--- src/rtl/sram_port_arbiter.sv ---
// sram_port_arbiter: shares one SRAM port between fetch and data accesses, data first, with a fetch starvation guard.
module sram_port_arbiter #(
    parameter int RD_LAT       = 1,
    parameter int STARVE_LIMIT = 4
) (
    input  logic        clk,
    input  logic        rst,
    input  logic        inst_req,
    input  logic [31:0] inst_addr,
    input  logic        data_req,
    input  logic [3:0]  data_wen,
    input  logic [31:0] data_addr,
    input  logic [31:0] data_wdata,
    output logic        sram_en,
    output logic [3:0]  sram_wen,
    output logic [31:0] sram_addr,
    output logic [31:0] sram_wdata,
    input  logic [31:0] sram_rdata,
    output logic        inst_gnt,
    output logic        data_gnt,
    output logic        inst_rvalid,
    output logic [31:0] inst_rdata,
    output logic        data_rvalid,
    output logic [31:0] data_rdata,
    output logic [5:0]  stall
);
    typedef enum logic {IDLE, WAIT} state_t;
    state_t      state_q, state_d;
    logic [2:0]  cnt_q, cnt_d;
    logic        owner_q, owner_d;
    logic [3:0]  starve_q, starve_d;
    logic        resp, busy, free, inst_win, data_win, rd_gnt, data_stall, inst_stall;
    always_ff @(posedge clk) begin
        if (rst) begin
            state_q  <= IDLE;
            cnt_q    <= 3'd0;
            owner_q  <= 1'b0;
            starve_q <= 4'd0;
        end else begin
            state_q  <= state_d;
            cnt_q    <= cnt_d;
            owner_q  <= owner_d;
            starve_q <= starve_d;
        end
    end
    // owner_q: 1 = data read outstanding, 0 = fetch read outstanding
    always_comb begin
        resp        = state_q == WAIT && cnt_q == 3'd1;
        busy        = state_q == WAIT && !resp;
        free        = !rst && (state_q == IDLE || resp);
        inst_win    = free && inst_req && (!data_req || starve_q == 4'(STARVE_LIMIT));
        data_win    = free && data_req && !inst_win;
        rd_gnt      = inst_win || (data_win && data_wen == 4'b0000);
        state_d     = (rd_gnt || busy) ? WAIT : IDLE;
        cnt_d       = rd_gnt ? 3'(RD_LAT) : busy ? cnt_q - 3'd1 : 3'd0;
        owner_d     = rd_gnt ? data_win : owner_q;
        starve_d    = inst_win ? 4'd0 : (inst_req && starve_q < 4'(STARVE_LIMIT)) ? starve_q + 4'd1 : starve_q;
        inst_gnt    = inst_win;
        data_gnt    = data_win;
        sram_en     = inst_win || data_win;
        sram_addr   = data_win ? data_addr : inst_win ? inst_addr : 32'd0;
        sram_wen    = data_win ? data_wen : 4'b0000;
        sram_wdata  = data_win ? data_wdata : 32'd0;
        inst_rvalid = !rst && resp && !owner_q;
        data_rvalid = !rst && resp && owner_q;
        inst_rdata  = inst_rvalid ? sram_rdata : 32'd0;
        data_rdata  = data_rvalid ? sram_rdata : 32'd0;
        data_stall  = !rst && ((data_req && !data_win) || (state_q == WAIT && owner_q));
        inst_stall  = !rst && ((inst_req && !inst_win) || (busy && !owner_q));
        stall       = data_stall ? 6'b011111 : inst_stall ? 6'b000011 : 6'b000000;
    end
endmodule

--- config.mk ---
export PLATFORM = sky130hd
export DESIGN_NAME = sram_port_arbiter
export DESIGN_NICKNAME = d
export VERILOG_FILES = /design/src/rtl/sram_port_arbiter.sv
export SDC_FILE = /design/constraint.sdc
export NUM_CORES = 1
export LEC_CHECK = 0
export BUFFER_PORTS_ARGS = -buffer_cell sky130_fd_sc_hd__buf_2
export CAP_MARGIN = 20
export CORE_AREA = 5 5 105 107
export CTS_BUF_LIST = sky130_fd_sc_hd__clkbuf_16
export DETAILED_ROUTE_END_ITERATION = 10
export DIE_AREA = 0 0 110 112
export SYNTH_ARGS = -nofsm -noshare
export SYNTH_HDL_FRONTEND = slang
export SYNTH_SLANG_ARGS = --single-unit
--- constraint.sdc ---
create_clock -name clk -period 2.7 [get_ports clk]
set_clock_uncertainty 0.15 [all_clocks]
set_input_delay 0.405 -clock clk [delete_from_list [all_inputs] [get_ports clk]]
set_output_delay 0.405 -clock clk [all_outputs]
set_load 0.1 [all_outputs]
==> results of run 1 <==
[worst paths after layout]
path | endpoint | cells after the start
hold / removal | owner_q | 2
setup / recovery | sram_addr[19] | 7
setup reg to reg | starve_q[0] | 6
hold reg to reg | owner_q | 2
[layout make-up]
| class | count | area share [%] |
|---|---|---|
| Inverter | 6 | 0.4184 |
| Timing Repair Buffer | 289 | 67.55 |
| Clock buffer | 3 | 1.395 |
| Multi-Input combinational cell | 174 | 24.01 |
| Sequential cell | 9 | 3.394 |
| Clock inverter | 1 | 0.06974 |
| Tap cell | 136 | 3.161 |
[state kept, by name, summed over array words and instances, names as in the netlist]
register and count:
state_q 1, owner_q 1, cnt_q 3, starve_q 4
[cells by family after synthesis]
family          Yosys count
compound gates           42
xor+xnor                  2
fa+ha+maj                 4
buf+inv                  30
flops                     9
mux                       1
other cells               1
simple gates            124
[power groups by stage]
stage / logic, mW / clock network, mW / registers [mW]
final: 1.19 / 0.260 / 0.153
after global routing: 1.23 / 0.272 / 0.155
after CTS: 1.18 / 0.264 / 0.153
after detailed placement: 1.18 / 0 / 0.155
after global placement: 1.17 / 0 / 0.153
after floorplan: 0.712 / 0 / 0.152
[metal layers]
| layer | track usage, % | vias up | wire [um] |
|---|---|---|---|
| met5 | 0 | - | 0 |
| met1 | 16.49 | 1186 | 3663 |
| li1 | - | 1253 | - |
| met3 | 4.058 | 10 | 1043 |
| met2 | 30.30 | 147 | 5883 |
| met4 | 2.244 | 0 | 93 |
[synth_stat cells]
master | n | area [sq um]
and2_1 | 100 | 625.6
a22o_1 | 32 | 280.3
buf_4 | 9 | 67.56
dfxtp_1 | 9 | 180.2
buf_2 | 6 | 30.03
inv_1 | 6 | 22.52
clkbuf_1 | 4 | 15.01
ha_1 | 4 | 50.05
nor3_1 | 4 | 20.02
clkbuf_2 | 3 | 15.01
nand2b_1 | 3 | 18.77
nand3b_1 | 3 | 22.52
nor2_1 | 3 | 11.26
a211oi_1 | 2 | 15.01
and3_1 | 2 | 12.51
buf_6 | 2 | 22.52
nand2_1 | 2 | 7.510
nor2b_1 | 2 | 12.51
xnor2_1 | 2 | 17.52
a211o_1 | 1 | 8.760
a211oi_2 | 1 | 12.51
a211oi_4 | 1 | 20.02
a221oi_4 | 1 | 26.28
a31oi_1 | 1 | 6.260
a32oi_1 | 1 | 8.760
and2b_2 | 1 | 8.760
and4b_1 | 1 | 10.01
conb_1 | 1 | 3.750
mux2i_1 | 1 | 10.01
nand3_1 | 1 | 5.000
nor3b_1 | 1 | 7.510
o211ai_1 | 1 | 7.510
o21ai_0 | 1 | 5.000
or4_1 | 1 | 7.510
[repair_timing]
action | 4_1_cts | 5_1_grt
buffers inserted | 0 | 4
pin swaps | 1 | 3
hold buffers | 0 | 0
setup endpoints to repair | 2 | 30
endpoints found under the hold margin | 0 | 0
gates cloned | 0 | 1
gates resized for setup | 0 | 1
[worst max-delay path, delay by kind of cell, from the launching register on]
family / cells / cell delay [ns]
AOI/OAI and AO/OA: 2 / 0.61
adders and majority gates: 1 / 0.19
buffers and inverters: 3 / 0.51
DFF: 1 / 0.29
and+or+nand+nor: 1 / 0.12
[metrics by stage]
step | instance area, sq um | hold WS, ns | setup WS [ns] | power [mW]
global route | 5383 | 0.3233 | 0.08067 | 1.652
global placement | 5239 | 0.3211 | 0.03026 | 1.319
finish | 5383 | 0.3158 | 0.1616 | 1.604
detailed placement | 5246 | 0.3526 | 0.2477 | 1.337
floorplan | 1667 | 0.3048 | -0.8809 | 0.8642
CTS | 5325 | 0.3164 | 0.01241 | 1.601
==> out/qor.csv, run 1 <==
stage,metric,value,unit
drt,wire_per_inst,17.29,um
worst_setup_path,worstPathRequired,2.14,ns
drt,drtPass1Iterations,4,
worst_setup_path,crit_start,cnt_q[1],
drt,via_per_inst,4.201,
grt,grt_pass1_wl,14.99,mm
logic_synthesis,ys_ff_latch,9,
clocking,clk_pin_slew,0.04,ns
finish,fill_cells,869,
power_and_ir_drop,power_frac_seq,9.6,%
power_and_ir_drop,p_leak,2.458,nW
timing,finalHoldViolCount,0,
finish,diodes,0,
die,die_h,112,um
clocking,clockBufferDepth,2,
grt,grt_max_degree,48,
drt,ant_nets,0,
die,coreArea,10050,sq um
finish,fin_util,53.58,%
worst_setup_path,criticalPathCategory,reg2out,
finish,multi_input_area,1292,sq um
logic_synthesis,synth_mux_area_share,0.6279,%
timing,fmax,393.9,MHz
grt,overflow,0,
placed_design,dpl.cell_count,609,
logic_synthesis,synth-simple-area-share,48.27,%
grt,grt_antenna_before_repair,0,
logic_synthesis,synthCells,213,
finish,layout_commonest_cell,buf_12,
logic_synthesis,synth-seq-area-share,11.30,%
worst_setup_path,worst-r2r-setup-slack,1.03,ns
clocking,cts_inserted_buffers,3,
grt,grt_pass1_vias,2713,
worst_setup_path,cp_cell_sequence,"inv_1, ha_2, nand2b_2, a221oi_4, buf_12, a22o_1, buf_12",
clocking,cts_tree,done,
power_and_ir_drop,power_frac_comb,74.2,%
clocking,h-tree-depth,1,
worst_setup_path,slowest_delay,0.39,ns
die,die_area,12320,sq um
finish,nets,623,
die,row_count,37,
logic_synthesis,synth_compound_area_share,24.49,%
timing,finalSetupViolations,0,
status,outcome,completed,
clocking,cts.sinks,9,
finish,final_cell_mix,"buf_12, buf_2, and2_1, a22o_1, and2_2",
power_and_ir_drop,p_sw,833.0,uW
clocking,clk_latency,0.24,ns
drt,drt_wl_total,10.68,mm
finish,syn2layout_area_growth,237.7,%
placed_design,port_buffers,277,
timing,post-route-min-period,2.538,ns
worst_setup_path,worst_path_most_repeated_cell,buf_12,
logic_synthesis,synthesis.area,1594,sq um
power_and_ir_drop,power_density,297.9,nW/um^2
worst_setup_path,crit_arrival,1.98,ns
worst_setup_path,critPathMaxFanout,36,
flow_run,cap_violations,0,
logic_synthesis,synthXorXnorAreaFrac,1.099,%
hold_path,hp-class,in2reg,
drt,drt_iter0_drc,118,
logic_synthesis,avgSynthCellArea,7.484,sq um
drt,dr_total_vias,2596,
grt,grt_usage,15.51,%
logic_synthesis,syn_nets,353,
clocking,clockRootBuffer,clkbuf_16,
placed_design,place_congestion,0.8681,
logic_synthesis,synth_fa_ha_area_share,3.140,%
timing,rsz0062_at_grt,no,
drt,drcViolationCount,0,
worst_setup_path,timing.critical_path.to_type,output pin,
hold_path,hp-start,rst,
timing,min_period_over_period,94.02,%
finish,drive_gt1_share,67.43,%
worst_setup_path,critPathLaunchType,register,
logic_synthesis,synth_top_family_by_area,simple AND/OR/NAND/NOR gates,
finish,area.sequential,182.7,sq um
die,io-pin-count,279,
worst_setup_path,slowest_stage,a221oi_4,
logic_synthesis,ys_types,34,
power_and_ir_drop,clkPwrFrac,16.2,%
power_and_ir_drop,p_int,770.6,uW
power_and_ir_drop,peakVddDrop,0.2791,mV
logic_synthesis,ys_warn_count,0,
timing,setup_tns,0,ns
power_and_ir_drop,sw_frac_of_total,51.94,%
die,dieWidth,110,um
worst_setup_path,timing.rr.start,cnt_q[1],
die,initial_core_util,15.87,%
finish,layout.cells.non_filler,618,
timing,drv_slew,0,
placed_design,place_hpwl,9.490,mm
Power figures use the tool's default switching activity.
==> run 2, diff against run 1 <==
ABC_AREA = 1   (was default)
PLACE_DENSITY_LB_ADDON = 0.3   (was default)
SLEW_MARGIN = 5   (was default)
==> run 2 against run 1 <==
  * Combinational power fell by 4%
  * Die area stayed put
  * Count of clock-buffer cells in the layout is the same
  * Final area is 3.6% lower
  * Worst setup slack worse by 0.082 ns
  * Register-to-register slack worse by 0.04 ns
  * Flip-flop and latch count is the same
  * Synthesized cell count increased by 68%
  * First-iteration DRC count is 61% lower
  * Sequential share of layout area up 0.079 points
  * Critical endpoint is now sram_wen[0]
  * Total power decreased by 3.4%
  * Global-route usage decreased by 1.3 points
==> out/qor.csv, run 2 <==
stage,metric,value,unit,change
finish,area.sequential,180.2,sq um,-1.4%
finish,drive_gt1_share,64.37,%,-3.1 points
worst_setup_path,critPathTopFamily,buffers and inverters,,
worst_setup_path,worst-r2r-setup-slack,0.99,ns,-0.04 ns
worst_setup_path,critPathLaunchType,register,,
hold_path,hp-class,reg2reg,,
grt,grt_usage,14.22,%,-1.3 points
logic_synthesis,synth_compound_area_share,2.665,%,-22 points
hold_path,hp-start,starve_q[1],,
drt,wl_met1,2.833,mm,-23%
status,outcome,completed,,
drt,via_per_inst,3.941,,-6.2%
power_and_ir_drop,sw_frac_of_total,56.80,%,+4.9 points
logic_synthesis,synthFlopType,dfxtp_1,,
die,initial_core_util,19.63,%,+3.8 points
drt,dr_total_vias,2991,,+15%
logic_synthesis,synthMostInstantiatedCell,nand2_1,,
hold_path,holdPathEnd,starve_q[1],,
logic_synthesis,async_reset_ff_share,0,%,unchanged
worst_setup_path,slowest_stage,buf_2,,
placed_design,dpl.cell_count,755,,+24%
drt,wl_met2,5.174,mm,-12%
logic_synthesis,synth_mux_area_share,0,%,-0.63 points
drt,drcViolationCount,0,,unchanged
placed_design,place_hpwl,8.606,mm,-9.3%
flow_run,cap_violations,0,,unchanged
finish,layout.cells.non_filler,759,,+23%
clocking,cts_tree,done,,
logic_synthesis,synth_fa_ha_area_share,2.538,%,-0.60 points
worst_setup_path,critical_path_cell_count,8,,+1
clocking,cts.sinks,9,,unchanged
power_and_ir_drop,power_density,298.5,nW/um^2,+0.18%
clocking,clk_pin_slew,0.04,ns,about the same
die,coreArea,10050,sq um,unchanged
logic_synthesis,synthTopCellsByArea,"nand2_1, nor2_4, nor2_1",,
timing,fmax,381.7,MHz,-3.1%
die,die_h,112,um,unchanged
timing,tightest_slew,0.8569,ns,
finish,fill_cells,947,,+9.0%
worst_setup_path,worstPathRequired,2.14,ns,about the same
hold_path,hold_depth,2,,unchanged
finish,nets,764,,+23%
timing,setup_ws,0.07982,ns,-0.08174 ns
worst_setup_path,worst-path-buf-inv,3,,unchanged
logic_synthesis,synth_area_leader_cell,nand2_1,,
placed_design,place_congestion,0.8454,,-2.6%
worst_setup_path,r2r_cells,8,,+2
finish,final_cell_mix,"buf_2, nand2_1, buf_12, inv_1, nor2_2",,
logic_synthesis,ys_types,24,,-29%
finish,syn2layout_area_growth,163.1,%,
worst_setup_path,slowest_delay,0.43,ns,+0.04 ns
clocking,clockBufferDepth,2,,unchanged
timing,min_period_over_period,97.04,%,+3.0 points
placed_design,dp_worst_setup_slack,0.2512,ns,+0.003503 ns
power_and_ir_drop,p_sw,879.6,uW,+5.6%
clocking,clockRootBuffer,clkbuf_16,,
drt,drt_wl_total,9.375,mm,-12%
grt,grt_pass1_vias,3077,,+13%
timing,post-route-min-period,2.620,ns,+0.08174 ns
power_and_ir_drop,p_int,669.0,uW,-13%
clocking,clk_latency,0.23,ns,about the same
drt,wire_per_inst,12.35,um,-29%
timing,setup_tns,0,ns,unchanged
timing,finalHoldViolCount,0,,unchanged
logic_synthesis,yosys-top-cells-count,"nand2_1, nor2_1, inv_1",,
logic_synthesis,yosys.area.top_type_share,20.56,%,-19 points
worst_setup_path,crit_arrival,2.07,ns,+0.09 ns
die,io-pin-count,279,,unchanged
worst_setup_path,critPathMaxFanout,15,,-58%
die,dieWidth,110,um,unchanged
finish,final_cell_area,5189,sq um,-3.6%
logic_synthesis,synthesis.area,1972,sq um,+24%
logic_synthesis,ys_warn_count,0,,unchanged
power_and_ir_drop,peakVddDrop,0.2979,mV,+6.8%
finish,multi_input_area,1435,sq um,+11%
logic_synthesis,synthCells,357,,+68%
logic_synthesis,synth-simple-area-share,56.54,%,+8.3 points
logic_synthesis,synth_top_family_by_area,simple AND/OR/NAND/NOR gates,,
clocking,h-tree-depth,1,,unchanged
power_and_ir_drop,power_frac_seq,9.7,%,about the same
worst_setup_path,criticalPathCategory,reg2out,,
grt,grt_max_degree,33,,-31%
grt,grt_pass1_wl,14.29,mm,-4.7%
drt,drt_iter0_drc,46,,-61%
finish,largest_reg_flops,4,,unchanged
logic_synthesis,ys_ff_latch,9,,unchanged
timing,hold_ws,0.3316,ns,+0.01583 ns
drt,drtPass1Iterations,4,,unchanged
finish,fin_util,51.65,%,-1.9 points
die,row_count,37,,unchanged
drt,ant_nets,0,,unchanged
grt,grt_antenna_before_repair,0,,unchanged
timing,finalSetupViolations,0,,unchanged
finish,diodes,0,,unchanged
worst_setup_path,timing.rr.start,starve_q[0],,
power_and_ir_drop,power_frac_comb,73.7,%,-0.5 points
timing,drv_slew,0,,unchanged
grt,overflow,0,,unchanged
placed_design,port_buffers,277,,unchanged
logic_synthesis,synth-seq-area-share,9.137,%,-2.2 points
worst_setup_path,worstReg2RegEnd,cnt_q[0],,
clocking,cts_inserted_buffers,3,,unchanged
finish,largestRegisters,"starve_q x4, cnt_q x3",,
finish,largest-register,starve_q,,
placed_design,place_area,5049,sq um,-3.8%
die,die_area,12320,sq um,unchanged
logic_synthesis,avgSynthCellArea,5.524,sq um,-26%
drt,met3_length,1.249,mm,+20%
logic_synthesis,synthXorXnorAreaFrac,0.8883,%,-0.21 points
worst_setup_path,timing.critical_path.to_type,output pin,,
drt,highest-signal-layer,met4,,
finish,layout_commonest_cell,buf_2,,
logic_synthesis,synth_edf_count,0,,unchanged
clocking,hold_buffers,0,,unchanged
timing,slew_headroom,42.79,%,
power_and_ir_drop,clkPwrFrac,16.6,%,+0.4 points
logic_synthesis,syn_nets,497,,+41%
worst_setup_path,cp_cell_sequence,"ha_1, nand2_2, a21oi_4, o211ai_4, buf_12, buf_4, nor2_2, buf_2",,
power_and_ir_drop,p_total,1.549,mW,-3.4%
power_and_ir_drop,p_leak,2.740,nW,+11%
run 2: worst max path at each step:
stage                      from  slack (ns)             end
floorplan                   rst       -0.21  inst_rdata[10]
global placement       cnt_q[0]        0.28    sram_addr[1]
CTS                    cnt_q[0]       0.002   sram_addr[12]
finish                 cnt_q[0]        0.08     sram_wen[0]
global route           cnt_q[1]     -0.0002    sram_addr[1]
detailed placement  starve_q[0]        0.25   sram_addr[12]
run 2: logic make-up (layout without fill, tap and decap cells):
logic type               after synthesis  in the layout
AO/OA/AOI/OAI                          6              6
AND/OR/NAND/NOR                      229            229
adder cells (fa/ha/maj)                4              4
buffers and inverters                106            372
other                                  1              1
flip-flops                             9              9
XOR/XNOR                               2              2
run 2: timing repair:
action,CTS,global route
resized for setup,1,24
endpoints found under the setup margin,1,35
setup buffers,0,0
run 2: power groups by stage:
stage / combinational (mW) / sequential, mW / clock [mW]
floorplan: 0.789 / 0.150 / 0
global placement: 1.13 / 0.151 / 0
CTS: 1.14 / 0.150 / 0.265
finish: 1.14 / 0.150 / 0.257
detailed placement: 1.14 / 0.152 / 0
global route: 1.19 / 0.151 / 0.272
run 2: area by class of cell:
cell class / instances / share of cell area (%)
inverter: 85 / 6.294
multi-input combinational: 242 / 27.66
clock inverter: 1 / 0.07234
clock buffer: 3 / 1.447
sequential: 9 / 3.472
tap: 136 / 3.279
timing repair buffer: 283 / 57.78
run 2: per-layer routing:
metal,track usage [%],vias up
li1,-,1516
met1,13.03,1293
met2,29.21,172
met3,4.580,10
met4,2.909,0
met5,0,-
run 2: tightest hold or removal path: cells and delay by family (launching register included):
kind            cells  cell delay (ns)
compound gates      1             0.05
flops               1             0.31
simple gates        1             0.06
